===== config.mk =====
export PLATFORM = sky130hd
export DESIGN_NAME = mplc_fetch_seq
export DESIGN_NICKNAME = d
export VERILOG_FILES = /design/src/rtl/mplc_fetch_seq_pkg.sv /design/src/rtl/mplc_scan_wdog.sv /design/src/rtl/mplc_fetch_seq.sv
export SDC_FILE = /design/constraint.sdc
export NUM_CORES = 1
export LEC_CHECK = 0
export ABC_AREA = 1
export CORE_AREA = 8 8 88 90
export DETAILED_ROUTE_END_ITERATION = 10
export DIE_AREA = 0 0 96 98
export PLACE_DENSITY = 0.77
export SLEW_MARGIN = 20
export SYNTH_ARGS = -nofsm -noshare
export SYNTH_HDL_FRONTEND = slang
export SYNTH_SLANG_ARGS = --single-unit
export TNS_END_PERCENT = 10

===== constraint.sdc =====
create_clock -name CLK -period 3.9 [get_ports CLK]
set_input_delay 0.78 -clock CLK [delete_from_list [all_inputs] [get_ports CLK]]
set_output_delay 0.78 -clock CLK [all_outputs]
set_load 0.02 [all_outputs]

===== src/rtl/mplc_fetch_seq_pkg.sv =====
// Shared instruction-word layout, opcode set and sequencer state encoding
// for the multi-core logic unit fetch path.
package mplc_fetch_seq_pkg;

  localparam int unsigned OPC_MSB = 17;
  localparam int unsigned OPC_LSB = 14;
  localparam int unsigned MOD_MSB = 13;
  localparam int unsigned MOD_LSB = 12;
  localparam int unsigned OPR_MSB = 11;
  localparam int unsigned OPR_LSB = 0;

  typedef enum logic [3:0] {
    I_NOP  = 4'h0,
    I_LD   = 4'h1,
    I_LDN  = 4'h2,
    I_ST   = 4'h3,
    I_STN  = 4'h4,
    I_AND  = 4'h5,
    I_OR   = 4'h6,
    I_XOR  = 4'h7,
    I_SET  = 4'h8,
    I_RST  = 4'h9,
    I_JMP  = 4'hE,
    I_JMPC = 4'hF
  } opcode_t;

  typedef enum logic [1:0] {
    S_IDLE  = 2'd0,
    S_FETCH = 2'd1,
    S_HALT  = 2'd2
  } state_t;

  function automatic logic [3:0] get_opc(input logic [17:0] word);
    return word[OPC_MSB:OPC_LSB];
  endfunction

endpackage


===== src/rtl/mplc_scan_wdog.sv =====
// Per-scan issue counter; ovf strobes when an issue request would push the
// count past MAX_STEPS, in which case the count is left untouched.
module mplc_scan_wdog #(
  parameter int unsigned MAX_STEPS = 4095,
  parameter int unsigned CW        = $clog2(MAX_STEPS + 1)
) (
  input  logic CLK,
  input  logic RST_N,
  input  logic clr,
  input  logic inc,
  output logic ovf
);

  logic [CW-1:0] cnt_q;

  assign ovf = inc && (cnt_q == CW'(MAX_STEPS));

  always_ff @(posedge CLK or negedge RST_N) begin
    if (!RST_N)
      cnt_q <= '0;
    else if (clr)
      cnt_q <= '0;
    else if (inc && !ovf)
      cnt_q <= cnt_q + 1'b1;
  end

endmodule


===== src/rtl/mplc_fetch_seq.sv =====
// Instruction fetch/sequencer: resolves JMP/JMPC locally, issues all other
// words to execute over valid/ready, and marks/guards scan cycles.
module mplc_fetch_seq
  import mplc_fetch_seq_pkg::*;
#(
  parameter int unsigned    DW        = 18,
  parameter int unsigned    AW        = 12,
  parameter int unsigned    MAX_STEPS = 4095,
  parameter logic [AW-1:0]  END_ADDR  = '1
) (
  input  logic          CLK,
  input  logic          RST_N,
  input  logic          RUN,
  output logic [AW-1:0] MA,
  input  logic [DW-1:0] MQ,
  output logic [DW-1:0] INSTR,
  output logic          INSTR_VLD,
  input  logic          INSTR_RDY,
  input  logic          COND,
  output logic [AW-1:0] PC,
  output logic          SCAN_DONE,
  output logic          FAULT
);

  state_t        state_q, state_d;
  logic [AW-1:0] pc_q, pc_d;
  logic [DW-1:0] instr_q, instr_d;
  logic          vld_q, vld_d;
  logic          done_q, done_d;
  logic          fault_q, fault_d;

  logic [3:0]    opc;
  logic [AW-1:0] target;
  logic          slot_free, is_jump, issue_req, wd_clr, wd_ovf;

  assign opc       = get_opc(MQ);
  assign target    = MQ[AW-1:0];
  assign slot_free = !vld_q || INSTR_RDY;
  assign is_jump   = (opc == I_JMP) || (opc == I_JMPC);
  // Kept outside the decode block so the watchdog strobe does not loop back.
  assign issue_req = RUN && (state_q == S_FETCH) && slot_free && !is_jump;

  mplc_scan_wdog #(
    .MAX_STEPS(MAX_STEPS)
  ) u_wdog (
    .CLK  (CLK),
    .RST_N(RST_N),
    .clr  (wd_clr),
    .inc  (issue_req),
    .ovf  (wd_ovf)
  );

  always_comb begin
    state_d = state_q;
    pc_d    = pc_q;
    instr_d = instr_q;
    vld_d   = vld_q;
    done_d  = 1'b0;
    fault_d = fault_q;
    wd_clr  = 1'b0;
    if (!RUN) begin
      state_d = S_IDLE;
      pc_d    = '0;
      vld_d   = 1'b0;
      fault_d = 1'b0;
      wd_clr  = 1'b1;
    end else begin
      case (state_q)
        S_IDLE: begin
          state_d = S_FETCH;
          pc_d    = '0;
        end
        S_FETCH: begin
          if (slot_free) begin
            vld_d = 1'b0;
            // JMPC waits until the slot is empty so COND reflects the last accept.
            if ((opc == I_JMP) || ((opc == I_JMPC) && !vld_q && COND)) begin
              if (target == END_ADDR) begin
                done_d = 1'b1;
                pc_d   = '0;
                wd_clr = 1'b1;
              end else begin
                pc_d = target;
              end
            end else if (opc == I_JMPC) begin
              if (!vld_q)
                pc_d = pc_q + 1'b1;
            end else if (wd_ovf) begin
              fault_d = 1'b1;
              state_d = S_HALT;
            end else begin
              instr_d = MQ;
              vld_d   = 1'b1;
              pc_d    = pc_q + 1'b1;
              if (pc_q == '1) begin
                done_d = 1'b1;
                wd_clr = 1'b1;
              end
            end
          end
        end
        S_HALT: begin
          vld_d = 1'b0;
        end
        default: begin
          state_d = S_IDLE;
        end
      endcase
    end
  end

  always_ff @(posedge CLK or negedge RST_N) begin
    if (!RST_N) begin
      state_q <= S_IDLE;
      pc_q    <= '0;
      instr_q <= '0;
      vld_q   <= 1'b0;
      done_q  <= 1'b0;
      fault_q <= 1'b0;
    end else begin
      state_q <= state_d;
      pc_q    <= pc_d;
      instr_q <= instr_d;
      vld_q   <= vld_d;
      done_q  <= done_d;
      fault_q <= fault_d;
    end
  end

  assign MA        = pc_q;
  assign PC        = pc_q;
  assign INSTR     = instr_q;
  assign INSTR_VLD = vld_q;
  assign SCAN_DONE = done_q;
  assign FAULT     = fault_q;

endmodule


==> summary.md <==
| Metric | Value |
|---|---|
| Req. time, crit path | `slightly above 4 ns` |
| Final setup vio count | `0` |
| Initial core utilization | `42.0%` |
| Fin util | `between 50% and 60%` |
| Die height | `around 98 um` |
| DR DRC count | `0` |
| Final ANT Viol Nets | `0` |
| CTS H-tree lvls | `2` |
| Unique cell type count in the Yosys netlist | `25` |
| Die width | `roughly 96 um` |
| Hpwl dp | `5.37 mm` |
| FP Rows | `30` |
| Vias | `2553` |
| Hold-fix buffers, CTS | `0` |
| Share of layout cells above drive strength 1 | `under 10%` |
| Clock Tree Root | `clkbuf_8` |
| Clk network pwr share | `31.9%` |
| Max Freq | `0.352 GHz` |
| Largest net degree at the start of global routing | `48` |
| Setup ws final | `approximately 1.1 ns` |
| Post-CTS setup buffer count | `0` |
| Synth Area in XOR/XNOR | `2.57%` |
| Setup Skew | `between 0.01 and 0.015 ns` |
| Largest family of logic cells by synthesized area | `simple AND/OR/NAND/NOR gates` |
| Number of global-route vias before repair | `approximately 2.4k` |
| Max IR drop VDD | `just over 0.2 mV` |
| Total Routing Usage GR | `14.9%` |
| Core area | `6490 um^2` |
| Post-place setup slack | `between 0.7 and 0.8 ns` |
| Count of final max-slew check failures | `0` |
| Mapped Cells | `just under 400` |
| Gate power share | `21.3%` |
| Drt total wl | `6.99 mm` |
| Critical Path Fanout Max | `20` |
| Fin Setup TNS | `0 ns` |
| Drt wl/cell | `13.4 um` |
| DIE AREA | `around 9400 um^2` |
| RSZ-0062 raised after global routing | `no` |
| Adder-Cell Fraction of Synth Area | `0.917%` |
| Leak pwr | `between 1.5 and 2 nW` |
| Ant diodes | `0` |
| CP arrival | `3.08 ns` |
| DP Cell Count | `~500` |
| Cell Int Power | `0.830 mW` |
| Psw | `0.348 mW` |
| Critical Path Source Type | `input pin` |
| Mapped cell area | `between 2000 and 3000 um^2` |
| Avg Vias per Cell | `4.90` |
| Total I/O pin count | `68` |
| Sequential area share after synthesis | `43.1%` |
| First-pass DRT Iterations | `4` |
| Reg clk slew, reported paths | `0.10 ns` |
| Worst Setup End Kind | `flip-flop` |
| PwrDens | `338 nW/um^2` |
| Clk_lat worst skew | `0.31 ns` |
| Max cap viols | `0` |
| Area growth from synthesis to layout | `27.5%` |
| Cts bufs inserted | `5` |
| Switching Share | `29.5%` |
| Post-synthesis mux area share | `0%` |
| First DRT Iteration DRCs | `162` |
| FF+latch count, synth | `47` |
| Simple logic cell fraction of the synthesized area | `33.5%` |
| Synth Area in Compound Gates | `7.61%` |
| Clk sink count | `47` |
| Grt ovf | `0` |
| Tcrit/Tclk final | `72.9%` |
| Hold WC Path Type | `input pin to async pin` |
| First-pass GRT wire length | `between 10 and 15 mm` |
| CTS tree | `built` |
| WHS | `0.451 ns` |
| # nets final | `465` |
| Port Buffers | `67` |
| Final hold violations | `0` |
| Synth Net Count | `412` |
| PostCTS Resize Cnt | `0` |
| Worst slew pin tran | `0.806 ns` |
| Slew margin rel. | `46.2%` |
| Synth warn | `0` |
| Crit Path Class | `input pin to flip-flop` |
| Outcome | `finished clean` |
| Avg Inst Size Synth | `a little over 7 um^2` |
| Flop pwr share | `46.8%` |
| Gp weighted congestion | `0.855` |
| Final Critical Period | `2.84 ns` |
| Post-route insts no fill | `521` |
| Antenna violations before repair | `0` |
| Max Root-Sink Buffers | `2` |
==> layer usage <==
layer	GRT usage, %	vias up	share of wire, %
met3	3.68	11	7.4
met5	0	-	0
li1	-	1295	-
met1	18.3	1171	43
met4	4.97	0	1.7
met2	24.6	76	48
==> layout by cell type (no fill, tap or decap) <==
master,n
a211oi_1,1
clkdlybuf4s50_1,66
o21ai_4,1
o31ai_1,1
nand2_2,1
a31oi_1,1
nand3_1,25
o22ai_1,1
inv_6,1
inv_1,48
nand3_2,1
bufinv_16,1
clkinvlp_4,1
a21oi_1,4
nor3_1,6
dfrtp_1,47
xor2_1,7
nand3b_1,6
nor2_2,5
nand2_1,132
buf_4,2
ha_1,2
xnor2_1,1
nand4_1,5
clkbuf_8,5
nor2_1,37
o21ai_0,31
inv_2,2
==> synth_stat cells <==
cell type / count / area (um^2)
buf_6: 1 / 11.3
ha_1: 2 / 25.0
nor2_1: 37 / 139
xor2_1: 7 / 61.3
nor3_1: 6 / 30.0
o21ai_0: 32 / 160
nand2_2: 1 / 6.26
nand3b_1: 6 / 45.0
nand2_1: 132 / 495
xnor2_1: 1 / 8.76
inv_2: 2 / 7.51
o22ai_1: 1 / 6.26
buf_4: 15 / 113
dfrtp_1: 47 / 1180
nor2_2: 5 / 31.3
inv_1: 48 / 180
nand3_1: 25 / 125
clkbuf_1: 3 / 11.3
nand4_1: 5 / 31.3
nand3_2: 1 / 10.0
a31oi_1: 1 / 6.26
a211oi_1: 1 / 7.51
a21oi_1: 4 / 20.0
o31ai_1: 1 / 7.51
buf_2: 3 / 15.0
==> layout make-up <==
| type | instances | area [um^2] |
|---|---|---|
| Timing Repair Buffer | 68 | 676 |
| Clock buffer | 5 | 68.8 |
| Clock inverter | 3 | 46.3 |
| Fill cell | 597 | 3010 |
| Tap cell | 80 | 100 |
| Multi-Input combinational cell | 268 | 1230 |
| Sequential cell | 47 | 1180 |
| Inverter | 50 | 188 |
==> worst paths after layout <==
path                                        start                     endpoint  slack [ns]  depth (start not counted)
min                                         RST_N         INSTR[4]$_DFFE_PN0P_        0.45                          1
max reg2reg                state_q[1]$_DFFE_PN0P_  u_wdog.cnt_q[5]$_DFFE_PN0P_        1.68                          8
max                                           RUN  u_wdog.cnt_q[5]$_DFFE_PN0P_        1.06                          8
max in group asynchronous                   RST_N            MA[9]$_DFFE_PN0P_        3.02                          1
min reg2reg                 INSTR[16]$_DFFE_PN0P_        INSTR[16]$_DFFE_PN0P_        0.48                          2
min in group CLK            INSTR[16]$_DFFE_PN0P_        INSTR[16]$_DFFE_PN0P_        0.48                          2
==> stage by stage <==
step / cell area, um^2 / power, mW
after CTS: 3470 / 1.19
after detailed placement: 3360 / 0.815
after floorplan: 2730 / 0.681
final: 3480 / 1.18
after global routing: 3480 / 1.23
after global placement: 3360 / 0.808
==> critical path, cell delays in order <==
cell and delay [ns]:
clkdlybuf4s50_1 0.62, inv_2 0.08, nor2_2 0.34, nand3_2 0.13, nor2_2 0.66, nand2_1 0.16, xor2_1 0.18, nor2_1 0.11
==> power groups by stage <==
| stage | Sequential, mW | Clock (mW) | Combinational, mW |
|---|---|---|---|
| after detailed placement | 0.561 | 0 | 0.254 |
| after global placement | 0.559 | 0 | 0.249 |
| after CTS | 0.551 | 0.383 | 0.255 |
| final | 0.551 | 0.376 | 0.251 |
| after floorplan | 0.602 | 0 | 0.0791 |
| after global routing | 0.556 | 0.398 | 0.275 |
==> state kept, by name, indices dropped and copies added, names as in the netlist <==
signal,cells
INSTR_VLD,1
FAULT,1
SCAN_DONE,1
state_q,2
MA,12
INSTR,18
u_wdog.cnt_q,12
==> logic make-up (layout without fill, tap and decap cells) <==
kind of cell / Yosys count / after routing
AND/OR/NAND/NOR: 218 / 218
buffers and inverters: 72 / 126
flip-flops: 47 / 47
AO/OA/AOI/OAI: 40 / 40
XOR/XNOR: 8 / 8
adder cells (fa/ha/maj): 2 / 2
(Power assumes the default switching activity.)
